**src/rtl/csa_accumulator.sv**
```systemverilog
// csa_accumulator
// Accumulates a packet of redundant (sum, carry) beats in carry-save form,
// then resolves the pair with a single carry-propagate add on the packet's
// last beat. The result is optionally clamped to the signed OUT_SIZE range
// and held on a valid/ready output port until downstream takes it.
// A small sim-only checker module at the end of this file guards the
// output-hold contract.

module csa_accumulator #(
  parameter int IN_SIZE   = 16,
  parameter int ACC_WIDTH = 32,
  parameter int OUT_SIZE  = 24,
  parameter bit SATURATE  = 1'b1
) (
  input  logic                clk_i,
  input  logic                rst_i,
  input  logic                in_valid_i,
  output logic                in_ready_o,
  input  logic [IN_SIZE-1:0]  in_sum_i,
  input  logic [IN_SIZE-1:0]  in_carry_i,
  input  logic                in_last_i,
  output logic                out_valid_o,
  input  logic                out_ready_i,
  output logic [OUT_SIZE-1:0] out_data_o,
  output logic                out_sat_o,
  output logic                busy_o
);

  // Width of the bits that must all equal the sign bit for r to fit in OUT_SIZE.
  localparam int HI_W = ACC_WIDTH - OUT_SIZE + 1;

  typedef enum logic [1:0] {
    ST_IDLE    = 2'd0,
    ST_ACCUM   = 2'd1,
    ST_RESOLVE = 2'd2,
    ST_OUTPUT  = 2'd3
  } state_t;

  // ---------------------------------------------------------------------
  // Helper functions
  // ---------------------------------------------------------------------

  // Two's complement sign extension of an input word to accumulator width.
  function automatic logic [ACC_WIDTH-1:0] sext_in(input logic [IN_SIZE-1:0] v);
    return {{(ACC_WIDTH-IN_SIZE){v[IN_SIZE-1]}}, v};
  endfunction

  // Majority (carry) of three vectors, bitwise.
  function automatic logic [ACC_WIDTH-1:0] maj3(input logic [ACC_WIDTH-1:0] a,
                                                input logic [ACC_WIDTH-1:0] b,
                                                input logic [ACC_WIDTH-1:0] c);
    return (a & b) | (a & c) | (b & c);
  endfunction

  // Shift left by one bit; the bit leaving the top is dropped (mod 2^ACC_WIDTH).
  function automatic logic [ACC_WIDTH-1:0] shl1(input logic [ACC_WIDTH-1:0] v);
    return {v[ACC_WIDTH-2:0], 1'b0};
  endfunction

  // 4:2 compressor built from two chained full-adder rows.
  // Returns {sum, carry}; sum + carry == a + b + c + d (mod 2^ACC_WIDTH).
  function automatic logic [2*ACC_WIDTH-1:0] compress_4to2(input logic [ACC_WIDTH-1:0] a,
                                                           input logic [ACC_WIDTH-1:0] b,
                                                           input logic [ACC_WIDTH-1:0] c,
                                                           input logic [ACC_WIDTH-1:0] d);
    logic [ACC_WIDTH-1:0] s1;
    logic [ACC_WIDTH-1:0] c1;
    logic [ACC_WIDTH-1:0] s2;
    logic [ACC_WIDTH-1:0] c2;
    s1 = a ^ b ^ c;
    c1 = shl1(maj3(a, b, c));
    s2 = s1 ^ c1 ^ d;
    c2 = shl1(maj3(s1, c1, d));
    return {s2, c2};
  endfunction

  // Narrow the resolved ACC_WIDTH value to OUT_SIZE. Returns {sat, data}.
  // r fits when its top HI_W bits are all copies of the sign bit.
  function automatic logic [OUT_SIZE:0] narrow(input logic [ACC_WIDTH-1:0] r);
    logic [HI_W-1:0]     hi;
    logic [OUT_SIZE-1:0] max_v;
    logic [OUT_SIZE-1:0] min_v;
    logic [OUT_SIZE:0]   res;
    hi    = r[ACC_WIDTH-1:OUT_SIZE-1];
    max_v = {1'b0, {(OUT_SIZE-1){1'b1}}};
    min_v = {1'b1, {(OUT_SIZE-1){1'b0}}};
    if (!SATURATE) begin
      res = {1'b0, r[OUT_SIZE-1:0]};
    end else if ((hi == {HI_W{1'b0}}) || (hi == {HI_W{1'b1}})) begin
      res = {1'b0, r[OUT_SIZE-1:0]};
    end else if (r[ACC_WIDTH-1] == 1'b0) begin
      res = {1'b1, max_v};
    end else begin
      res = {1'b1, min_v};
    end
    return res;
  endfunction

  // ---------------------------------------------------------------------
  // State and registered outputs
  // ---------------------------------------------------------------------
  state_t                state_r;
  logic [ACC_WIDTH-1:0]  acc_sum_r;
  logic [ACC_WIDTH-1:0]  acc_carry_r;
  logic                  in_ready_r;
  logic                  out_valid_r;
  logic [OUT_SIZE-1:0]   out_data_r;
  logic                  out_sat_r;
  logic                  busy_r;

  // Combinational datapath
  logic                  accept_s;
  logic [ACC_WIDTH-1:0]  op_sum_s;
  logic [ACC_WIDTH-1:0]  op_carry_s;
  logic [2*ACC_WIDTH-1:0] compressed_s;
  logic [ACC_WIDTH-1:0]  next_sum_s;
  logic [ACC_WIDTH-1:0]  next_carry_s;
  logic [ACC_WIDTH-1:0]  resolved_s;
  logic [OUT_SIZE:0]     narrowed_s;

  // Beat handshake; ready is a register so out_ready_i never reaches it combinationally.
  always_comb begin
    accept_s = in_valid_i & in_ready_r;
  end

  // A packet starting from IDLE ignores leftover accumulator contents.
  always_comb begin
    if (state_r == ST_IDLE) begin
      op_sum_s   = {ACC_WIDTH{1'b0}};
      op_carry_s = {ACC_WIDTH{1'b0}};
    end else begin
      op_sum_s   = acc_sum_r;
      op_carry_s = acc_carry_r;
    end
  end

  // Fold the incoming beat into the carry-save pair without carry propagation.
  always_comb begin
    compressed_s = compress_4to2(op_sum_s, op_carry_s, sext_in(in_sum_i), sext_in(in_carry_i));
    next_sum_s   = compressed_s[2*ACC_WIDTH-1:ACC_WIDTH];
    next_carry_s = compressed_s[ACC_WIDTH-1:0];
  end

  // Single carry-propagate add and narrowing used in RESOLVE.
  always_comb begin
    resolved_s = acc_sum_r + acc_carry_r;
    narrowed_s = narrow(resolved_s);
  end

  // Control FSM with all outputs registered.
  always_ff @(posedge clk_i or posedge rst_i) begin
    if (rst_i) begin
      state_r     <= ST_IDLE;
      acc_sum_r   <= {ACC_WIDTH{1'b0}};
      acc_carry_r <= {ACC_WIDTH{1'b0}};
      in_ready_r  <= 1'b1;
      out_valid_r <= 1'b0;
      out_data_r  <= {OUT_SIZE{1'b0}};
      out_sat_r   <= 1'b0;
      busy_r      <= 1'b0;
    end else begin
      case (state_r)
        ST_IDLE, ST_ACCUM: begin
          if (accept_s) begin
            acc_sum_r   <= next_sum_s;
            acc_carry_r <= next_carry_s;
            busy_r      <= 1'b1;
            if (in_last_i) begin
              state_r    <= ST_RESOLVE;
              in_ready_r <= 1'b0;
            end else begin
              state_r    <= ST_ACCUM;
            end
          end else begin
            state_r <= state_r;
          end
        end
        ST_RESOLVE: begin
          out_data_r  <= narrowed_s[OUT_SIZE-1:0];
          out_sat_r   <= narrowed_s[OUT_SIZE];
          out_valid_r <= 1'b1;
          state_r     <= ST_OUTPUT;
        end
        ST_OUTPUT: begin
          if (out_ready_i) begin
            out_valid_r <= 1'b0;
            in_ready_r  <= 1'b1;
            busy_r      <= 1'b0;
            state_r     <= ST_IDLE;
          end else begin
            state_r <= ST_OUTPUT;
          end
        end
        default: begin
          state_r     <= ST_IDLE;
          in_ready_r  <= 1'b1;
          out_valid_r <= 1'b0;
          busy_r      <= 1'b0;
        end
      endcase
    end
  end

  assign in_ready_o  = in_ready_r;
  assign out_valid_o = out_valid_r;
  assign out_data_o  = out_data_r;
  assign out_sat_o   = out_sat_r;
  assign busy_o      = busy_r;

  csa_accumulator_checker #(
    .OUT_SIZE (OUT_SIZE),
    .SATURATE (SATURATE)
  ) u_checker (
    .clk       (clk_i),
    .rst       (rst_i),
    .in_ready  (in_ready_r),
    .out_valid (out_valid_r),
    .out_ready (out_ready_i),
    .out_data  (out_data_r),
    .out_sat   (out_sat_r)
  );

endmodule

// csa_accumulator_checker
// Simulation-only protocol properties for csa_accumulator's output port.
module csa_accumulator_checker #(
  parameter int OUT_SIZE = 24,
  parameter bit SATURATE = 1'b1
) (
  input logic                clk,
  input logic                rst,
  input logic                in_ready,
  input logic                out_valid,
  input logic                out_ready,
  input logic [OUT_SIZE-1:0] out_data,
  input logic                out_sat
);

  // A presented result must hold until it is taken.
  property p_out_hold;
    @(posedge clk) disable iff (rst)
      (out_valid && !out_ready) |=> (out_valid && $stable(out_data) && $stable(out_sat));
  endproperty
  a_out_hold: assert property (p_out_hold);

  // The block never accepts a beat while a result is pending.
  property p_no_overlap;
    @(posedge clk) disable iff (rst) !(in_ready && out_valid);
  endproperty
  a_no_overlap: assert property (p_no_overlap);

  // Without saturation the flag stays low.
  property p_sat_off;
    @(posedge clk) disable iff (rst) (!SATURATE) |-> !out_sat;
  endproperty
  a_sat_off: assert property (p_sat_off);

endmodule

```
**config.mk**
```make
export PLATFORM = sky130hd
export DESIGN_NAME = csa_accumulator
export DESIGN_NICKNAME = d
export VERILOG_FILES = /design/src/rtl/csa_accumulator.sv
export SDC_FILE = /design/constraint.sdc
export NUM_CORES = 1
export LEC_CHECK = 0
export CORE_MARGIN = 4
export CORE_UTILIZATION = 45
export CTS_BUF_LIST = sky130_fd_sc_hd__clkbuf_4 sky130_fd_sc_hd__clkbuf_8 sky130_fd_sc_hd__clkbuf_16
export CTS_CLUSTER_DIAMETER = 150
export DETAILED_ROUTE_END_ITERATION = 10
export GPL_TIMING_DRIVEN = 0
export PLACE_DENSITY = 0.7
export RECOVER_POWER = 50
export SETUP_SLACK_MARGIN = 0.5
export SLEW_MARGIN = 10
export SYNTH_ARGS = -nofsm -noshare
export SYNTH_HDL_FRONTEND = slang
export SYNTH_HIERARCHICAL = 1
export SYNTH_SLANG_ARGS = --single-unit
```
**constraint.sdc**
```tcl
create_clock -name clk_i -period 7.19 [get_ports clk_i]
set_input_delay 1.438 -clock clk_i [delete_from_list [all_inputs] [get_ports clk_i]]
set_output_delay 1.438 -clock clk_i [all_outputs]
set_load 0.02 [all_outputs]
```
==> results of run 1 <==
metrics by stage:
step | total power, W | cell area [µm²] | utilization (%) | worst slack (ns) | hold slack [ns]
after floorplan | 0.000568 | 7410 | - | 3.33 | 0.478
after global placement | 0.000603 | 8330 | 52.0 | 1.67 | 0.460
after detailed placement | 0.000607 | 8350 | 52.2 | 2.96 | 0.471
after CTS | 0.00108 | 8640 | 54.0 | 3.30 | 0.488
after global routing | 0.00112 | 8640 | 54.0 | 3.08 | 0.508
final | 0.00107 | 8640 | 54.0 | 3.31 | 0.489
registers in the layout (all words and copies together), names as in the netlist:
register / cells
acc_sum_r: 32
acc_carry_r: 31
out_data_o: 24
state_r: 2
busy_o: 1
in_ready_o: 1
out_sat_o: 1
out_valid_o: 1
worst reg2reg max path: stages (launching register included):
cell       delay, ns
dfrtp_1         0.41
ha_1            0.26
fa_1            0.46
a211oi_2        0.26
o211ai_1        0.16
a31oi_1         0.29
o2111ai_2       0.29
a2111oi_4       0.36
and4b_4         0.26
or4_4           0.54
o21a_4          0.23
buf_6           0.16
o21ai_2         0.14
routing by layer:
metal,global-route usage (%),vias up
li1,-,2691
met1,28.5,2753
met2,31.9,128
met3,2.55,13
met4,5.15,0
met5,0,-
layout make-up:
type / count / area [µm²]
Clock inverter: 7 / 63.8
Fill cell: 1503 / 7360
Timing Repair Buffer: 65 / 663
Clock buffer: 9 / 225
Inverter: 85 / 320
Sequential cell: 93 / 2330
Tap cell: 216 / 270
Multi-Input combinational cell: 529 / 4590
Buffer: 39 / 179
cells in the final DEF, fill, tap and decap left out, types with 6 or more instances in the layout:
master / synthesis / routed
a31oi_1: 7 / 7
nand4_1: 7 / 7
clkbuf_16: 0 / 9
o21ai_0: 20 / 20
o211ai_1: 8 / 8
nor2_1: 26 / 26
nand2_1: 101 / 101
mux2i_1: 8 / 8
fa_1: 61 / 61
nor3_1: 7 / 7
o21ai_2: 20 / 20
inv_1: 85 / 84
xor2_1: 7 / 7
ha_1: 32 / 32
dfrtp_1: 92 / 92
buf_1: 6 / 6
a21oi_1: 49 / 49
buf_2: 5 / 6
xnor2_1: 16 / 16
mux2_2: 61 / 61
o21a_1: 7 / 7
clkdlybuf4s50_1: 0 / 48
a21o_1: 11 / 11
dlygate4sd3_1: 0 / 15
clkbuf_1: 24 / 24
worst min path at each step:
stage                 startpoint  slack [ns]  cells past startpoint           end
floorplan           acc_sum_r[1]        0.48                      2  acc_sum_r[1]
global placement          busy_o        0.46                      2        busy_o
detailed placement        busy_o        0.47                      2        busy_o
CTS                       busy_o        0.49                      2        busy_o
global route              busy_o        0.51                      2        busy_o
finish                    busy_o        0.49                      2        busy_o
cells by family (layout without fill, tap and decap cells):
kind of cell	Yosys count	after routing
AND/OR/NAND/NOR	181	181
AO/OA/AOI/OAI	163	163
buffers and inverters	124	205
adder cells (fa/ha/maj)	93	93
flip-flops	93	93
multiplexers	69	69
XOR/XNOR	23	23
power breakdown:
group | internal [W] | leakage [nW] | total [W] | switching [W]
logic | 0.0000324 | 2.74 | 0.0000711 | 0.0000386
registers | 0.000523 | 1.29 | 0.000523 | 0
clock network | 0.000243 | 0.136 | 0.000475 | 0.000232
total | 0.000798 | 4.17 | 0.00107 | 0.000271
==> results.yml, run 1 <==
outcome:
  outcome: "finished, violations left"
  violations: "max-capacitance violations, max-slew violations"
setup_path:
  arrival_ns: 4.17
  max_stage_delay_ns: 0.54
  crit_start: "acc_sum_r[1]"
  cp.depth: 12
  worst-path-max-fanout: 10
  path_buf_inv: 1
  r2r_cells: 12
  cp-start-kind: "register"
  rr_endpoint: "out_data_o[12]"
  worstPathRequired_ns: 7.48
  reg2reg_from: "acc_sum_r[1]"
  critPathCapture: "out_data_o[12]"
  timing.reg2reg.setup_slack_ns: 3.31
  cp_slowest_cell: "or4_4"
  worstPathCellList: "ha_1, fa_1, a211oi_2, o211ai_1, a31oi_1, o2111ai_2, a2111oi_4, and4b_4, or4_4, o21a_4, buf_6, o21ai_2"
  end_kind: "register"
  crit_family: "compound AO/OA/AOI/OAI gates"
  worstSetupPathType: "register to register"
cts:
  cts_sinks: 93
  htree_num_levels: 3
  path_clk_slew_ns: 0.07
  hold_buffers: 0
  cts_root_buffer: "clkbuf_16"
  worstSkewPairLatency_ns: 0.36
  cts_tree: "built"
  cts_setup_buffers: 0
  numCtsBuffers: 9
  clockBufferDepth: 2
  post_cts_resized: 0
placement:
  dpl.hpwl_mm: 13.4
  place_inst: 1027
  routabilityCongestion: 0.883
  io_buffers: 64
routing:
  first_iter_violations: 284
  wl_mm: 17.0
  ant_nets: 0
  via_count: 5585
  detail_route.wl_per_cell_um: 16.3
  routed-wl-met2_mm: 7.93
  viasPerCell: 5.35
  topRoutingLayerUsed: "met4"
  drt_first_pass_iters: 5
  drc: 0
  met3_wirelength_um: 730
  wl_met1_mm: 8.12
synthesis:
  synthMuxAreaShare_pct: 10.3
  synth-simple-area-share_pct: 11.4
  syn-cell-area_mm2: 0.00741
  synth.most_common_cell: "nand2_1"
  synth_top_area_share_pct: 31.0
  synth_cell_types: 65
  yosys.area.top_type: "dfrtp_1"
  synth_adder_area_share_pct: 21.9
  synth_ff_type: "dfrtp_1"
  synth-edff-count: 0
  postSynth.asyncResetShare_pct: 100
  synth-seq-cells: 93
  ys_seq_area_share_pct: 31.4
  synth_compound_area_share_pct: 15.5
  avgSynthCellArea_um2: 9.94
  synth_top_family_by_area: "adder cells"
  synthTopCellsByArea: "dfrtp_1 (31%), fa_1 (16%), mux2_2 (9.3%), ha_1 (5.4%), nand2_1 (5.1%)"
  syn_inst: 746
  synth_nets: 876
  ys_warn_count: 6
  synth-xor-area-share_pct: 2.72
  synth_common_cells: "nand2_1 (101), dfrtp_1 (92), inv_1 (85), fa_1 (61), mux2_2 (61)"
sta:
  setup-tns-final_ns: 0
  worstMarginPinSlew_ns: 1.78
  drv_slew: 35
  fin_crit_ns: 3.88
  hold_viol: 0
  period_share_pct: 54.0
  finalClockSkew_ns: 0.0104
  slew_headroom_pct: -19.0
  rsz0062_at_grt: "no"
  final-setup-viol-count: 0
  max_freq_ghz: 0.258
pwr:
  power_density_mw_per_mm2: 124
  leakage_nw: 4.17
  ir_drop_uv: 98.5
floorplan:
  start_util_pct: 46.3
  io_pins: 65
  die_h_um: 136
  fp.coreArea_mm2: 0.0160
  dieArea_mm2: 0.0186
  num_rows: 46
  dieWidth_um: 136
cells_and_area:
  final_nets: 952
  area_delta_synth_final_pct: 16.5
  drive_above_1_share_pct: 15.2
  diodes: 0
  final_cells: 1043
grt:
  overflow: 0
  grt_pass1_wl_mm: 29.2
  antenna_found_initial: 0
  grt_pass1_vias: 5635
  grt_max_degree: 60
  track_usage_pct: 19.8
worst_hold_path:
  hp-class: "register to register"
job:
  max_cap_viol_count: 1
(Power assumes the default switching activity.)
==> run 2: changes to the inputs <==
--- a/config.mk
+++ b/config.mk
@@ -11,7 +11,7 @@
 export CTS_CLUSTER_DIAMETER = 150
 export DETAILED_ROUTE_END_ITERATION = 10
 export GPL_TIMING_DRIVEN = 0
-export PLACE_DENSITY = 0.7
+export PLACE_DENSITY = 0.72
 export RECOVER_POWER = 50
 export SETUP_SLACK_MARGIN = 0.5
 export SLEW_MARGIN = 10
==> constraint.sdc (replaced) <==
create_clock -name clk_i -period 3.5 [get_ports clk_i]
set_input_delay 0.7 -clock clk_i [delete_from_list [all_inputs] [get_ports clk_i]]
set_output_delay 0.7 -clock clk_i [all_outputs]
set_load 0.02 [all_outputs]
==> run 2 against run 1 <==
  * The flow finishes with violations (negative setup slack)
  * Sequential share of layout area shrank 0.87 points
  * Final cell count increased by 1.4%
  * First-iteration DRC count up 18%
  * Core utilization is 1.8 points higher
  * Power up 120%
  * Hold slack lost 0.0036 ns
  * Critical path depth is the same
  * Global-route usage up 0.43 points
  * Non-clock buffer count rose by 16
  * Sequential power rose by 100%
  * Flip-flop and latch count unchanged
  * Clock power is 130% higher
  * Critical path type unchanged
==> results.yml, run 2 (synthesized netlist as in run 1, its figures left out) <==
floorplan:
  die_h_um: 136
  dieArea_mm2: 0.0186
  num_rows: 46
  fp.coreArea_mm2: 0.0160
  dieWidth_um: 136
  io_pins: 65
  start_util_pct: 46.3
cells_and_area:
  layout_common_cells: "nand2_1 (101), dfrtp_1 (92), inv_1 (83)"
  multiInputGateArea_mm2: 0.00470
  top_register: "acc_sum_r"
  drive_above_1_share_pct: 19.6
  fill_cells: 1467
  largest_reg_flops: 32
  final_common_cell: "nand2_1"
  final_nets: 968
  register_area_mm2: 0.00233
  area_delta_synth_final_pct: 20.4
  diodes: 0
pwr:
  ir_drop_uv: 241
  leakage_nw: 4.29
  power_density_mw_per_mm2: 258
  p_sw_share_pct: 22.6
  power_frac_clock_pct: 47.1
  intPower_w: 0.00179
  p_sw_w: 0.000520
  power_frac_comb_pct: 6.3
  p_seq_share_pct: 46.6
routing:
  ant_nets: 0
  wl_mm: 17.4
  via_count: 5668
  viasPerCell: 5.36
  drc: 0
  detail_route.wl_per_cell_um: 16.4
  drt_first_pass_iters: 4
  first_iter_violations: 335
grt:
  grt_pass1_wl_mm: 29.8
  grt_max_degree: 36
  overflow: 0
  track_usage_pct: 20.3
  antenna_found_initial: 0
  grt_pass1_vias: 5862
outcome:
  outcome: "finished, violations left"
  violations: "negative setup slack"
setup_path:
  arrival_ns: 3.89
  end_kind: "register"
  reg2reg_from: "acc_sum_r[1]"
  worstSetupPathType: "register to register"
  worstPathRequired_ns: 3.78
  r2r_cells: 12
  worst-path-max-fanout: 10
  timing.reg2reg.setup_slack_ns: -0.11
  cp-start-kind: "register"
  rr_endpoint: "out_data_o[16]"
cts:
  htree_num_levels: 3
  cts_sinks: 93
  worstSkewPairLatency_ns: 0.36
  clockBufferDepth: 2
  path_clk_slew_ns: 0.07
  numCtsBuffers: 9
  cts_tree: "built"
  cts_root_buffer: "clkbuf_16"
placement:
  io_buffers: 64
  routabilityCongestion: 0.876
  dpl.hpwl_mm: 13.6
  place_ws_ns: -0.318
job:
  max_cap_viol_count: 0
sta:
  final-setup-viol-count: 24
  worstMarginPinSlew_ns: 1.29
  finalClockSkew_ns: 0.00814
  timing.hold.ws_ns: 0.486
  layout_setup_ws_ns: -0.109
  drv_slew: 0
  hold_viol: 0
  fin_crit_ns: 3.61
  slew_headroom_pct: 13.8
  rsz0062_at_grt: "yes"
  period_share_pct: 103
  max_freq_ghz: 0.277
worst_hold_path:
  hp-class: "register to register"
  holdPathEnd: "busy_o"
  hp-start: "busy_o"
  holdPathStages: 2
run 2: area by class of cell:
| type | instances | share of cell area (%) |
|---|---|---|
| repair buffers | 81 | 8.63 |
| plain buffers | 39 | 2.35 |
| multi-input cells | 529 | 52.6 |
| well taps | 216 | 3.03 |
| flip-flops and latches | 93 | 26.1 |
| clock inverters | 5 | 0.953 |
| clock buffers | 10 | 2.68 |
| inverters | 85 | 3.63 |
run 2: metrics by stage:
step           TNS, ns  total power (W)  util, %  std cells  instance area, µm²
5_1_grt          -4.60          0.00240     55.8       1058                8930
3_5_place_dp     -7.14          0.00125     52.3       1028                8370
3_3_place_gp     -6.97          0.00124     52.1       1026                8330
6_report         -2.24          0.00231     55.8       1058                8930
2_1_floorplan        0          0.00117        -        746                7420
4_1_cts          -1.80          0.00234     55.4       1054                8860
run 2: critical path: stages (launching register included):
cell and delay [ns]:
dfrtp_1 0.40, ha_2 0.21, fa_2 0.37, a211oi_4 0.26, o211ai_1 0.17, a31oi_2 0.29, o2111ai_4 0.20, a2111oi_4 0.31
and4b_4 0.24, or4_4 0.54, o21a_4 0.24, buf_12 0.15, o21ai_2 0.13
run 2: repair_timing:
item | 4_1_cts | 5_1_grt
gates resized for setup | 18 | 24
hold buffers | 0 | 0
hold endpoints to repair | 0 | 0
endpoints found under the setup margin | 85 | 45
setup buffers | 11 | 4
pin swaps | 7 | 6
run 2: how the worst max path moves through the flow:
| stage | from | end | slack [ns] | depth (start not counted) |
|---|---|---|---|---|
| 6_report | acc_sum_r[1] | out_data_o[16] | -0.11 | 12 |
| 5_1_grt | acc_sum_r[1] | out_data_o[13] | -0.22 | 12 |
| 4_1_cts | acc_sum_r[1] | out_data_o[16] | -0.09 | 12 |
| 3_5_place_dp | acc_sum_r[1] | out_data_o[16] | -0.32 | 12 |
| 3_3_place_gp | acc_sum_r[1] | out_data_o[15] | -0.31 | 12 |
| 2_1_floorplan | acc_sum_r[1] | out_sat_o | 0.08 | 11 |
run 2: power by group through the flow:
stage / registers, W / logic [W] / clock network (W)
floorplan: 0.00110 / 0.0000719 / 0
global placement: 0.00110 / 0.000143 / 0
detailed placement: 0.00109 / 0.000153 / 0
CTS: 0.00107 / 0.000157 / 0.00111
global route: 0.00107 / 0.000175 / 0.00116
finish: 0.00107 / 0.000146 / 0.00109
run 2: metal layers:
| layer | global-route usage, % | part of all wire [%] | wire [µm] |
|---|---|---|---|
| met1 | 28.3 | 47 | 8200 |
| met2 | 33.2 | 48 | 8410 |
| met3 | 3.22 | 3.5 | 601 |
| met4 | 5.10 | 1.1 | 187 |
| met5 | 0 | 0 | 0 |
==> run 3: changes to the inputs <==
--- a/config.mk
+++ b/config.mk
@@ -5,6 +5,7 @@
 export SDC_FILE = /design/constraint.sdc
 export NUM_CORES = 1
 export LEC_CHECK = 0
+export ABC_CLOCK_PERIOD_IN_PS = 3500
 export CORE_MARGIN = 4
 export CORE_UTILIZATION = 45
 export CTS_BUF_LIST = sky130_fd_sc_hd__clkbuf_4 sky130_fd_sc_hd__clkbuf_8 sky130_fd_sc_hd__clkbuf_16
==> results of run 3 <==
Same layout as run 2: the final DEF is identical, and so are final timing and power.
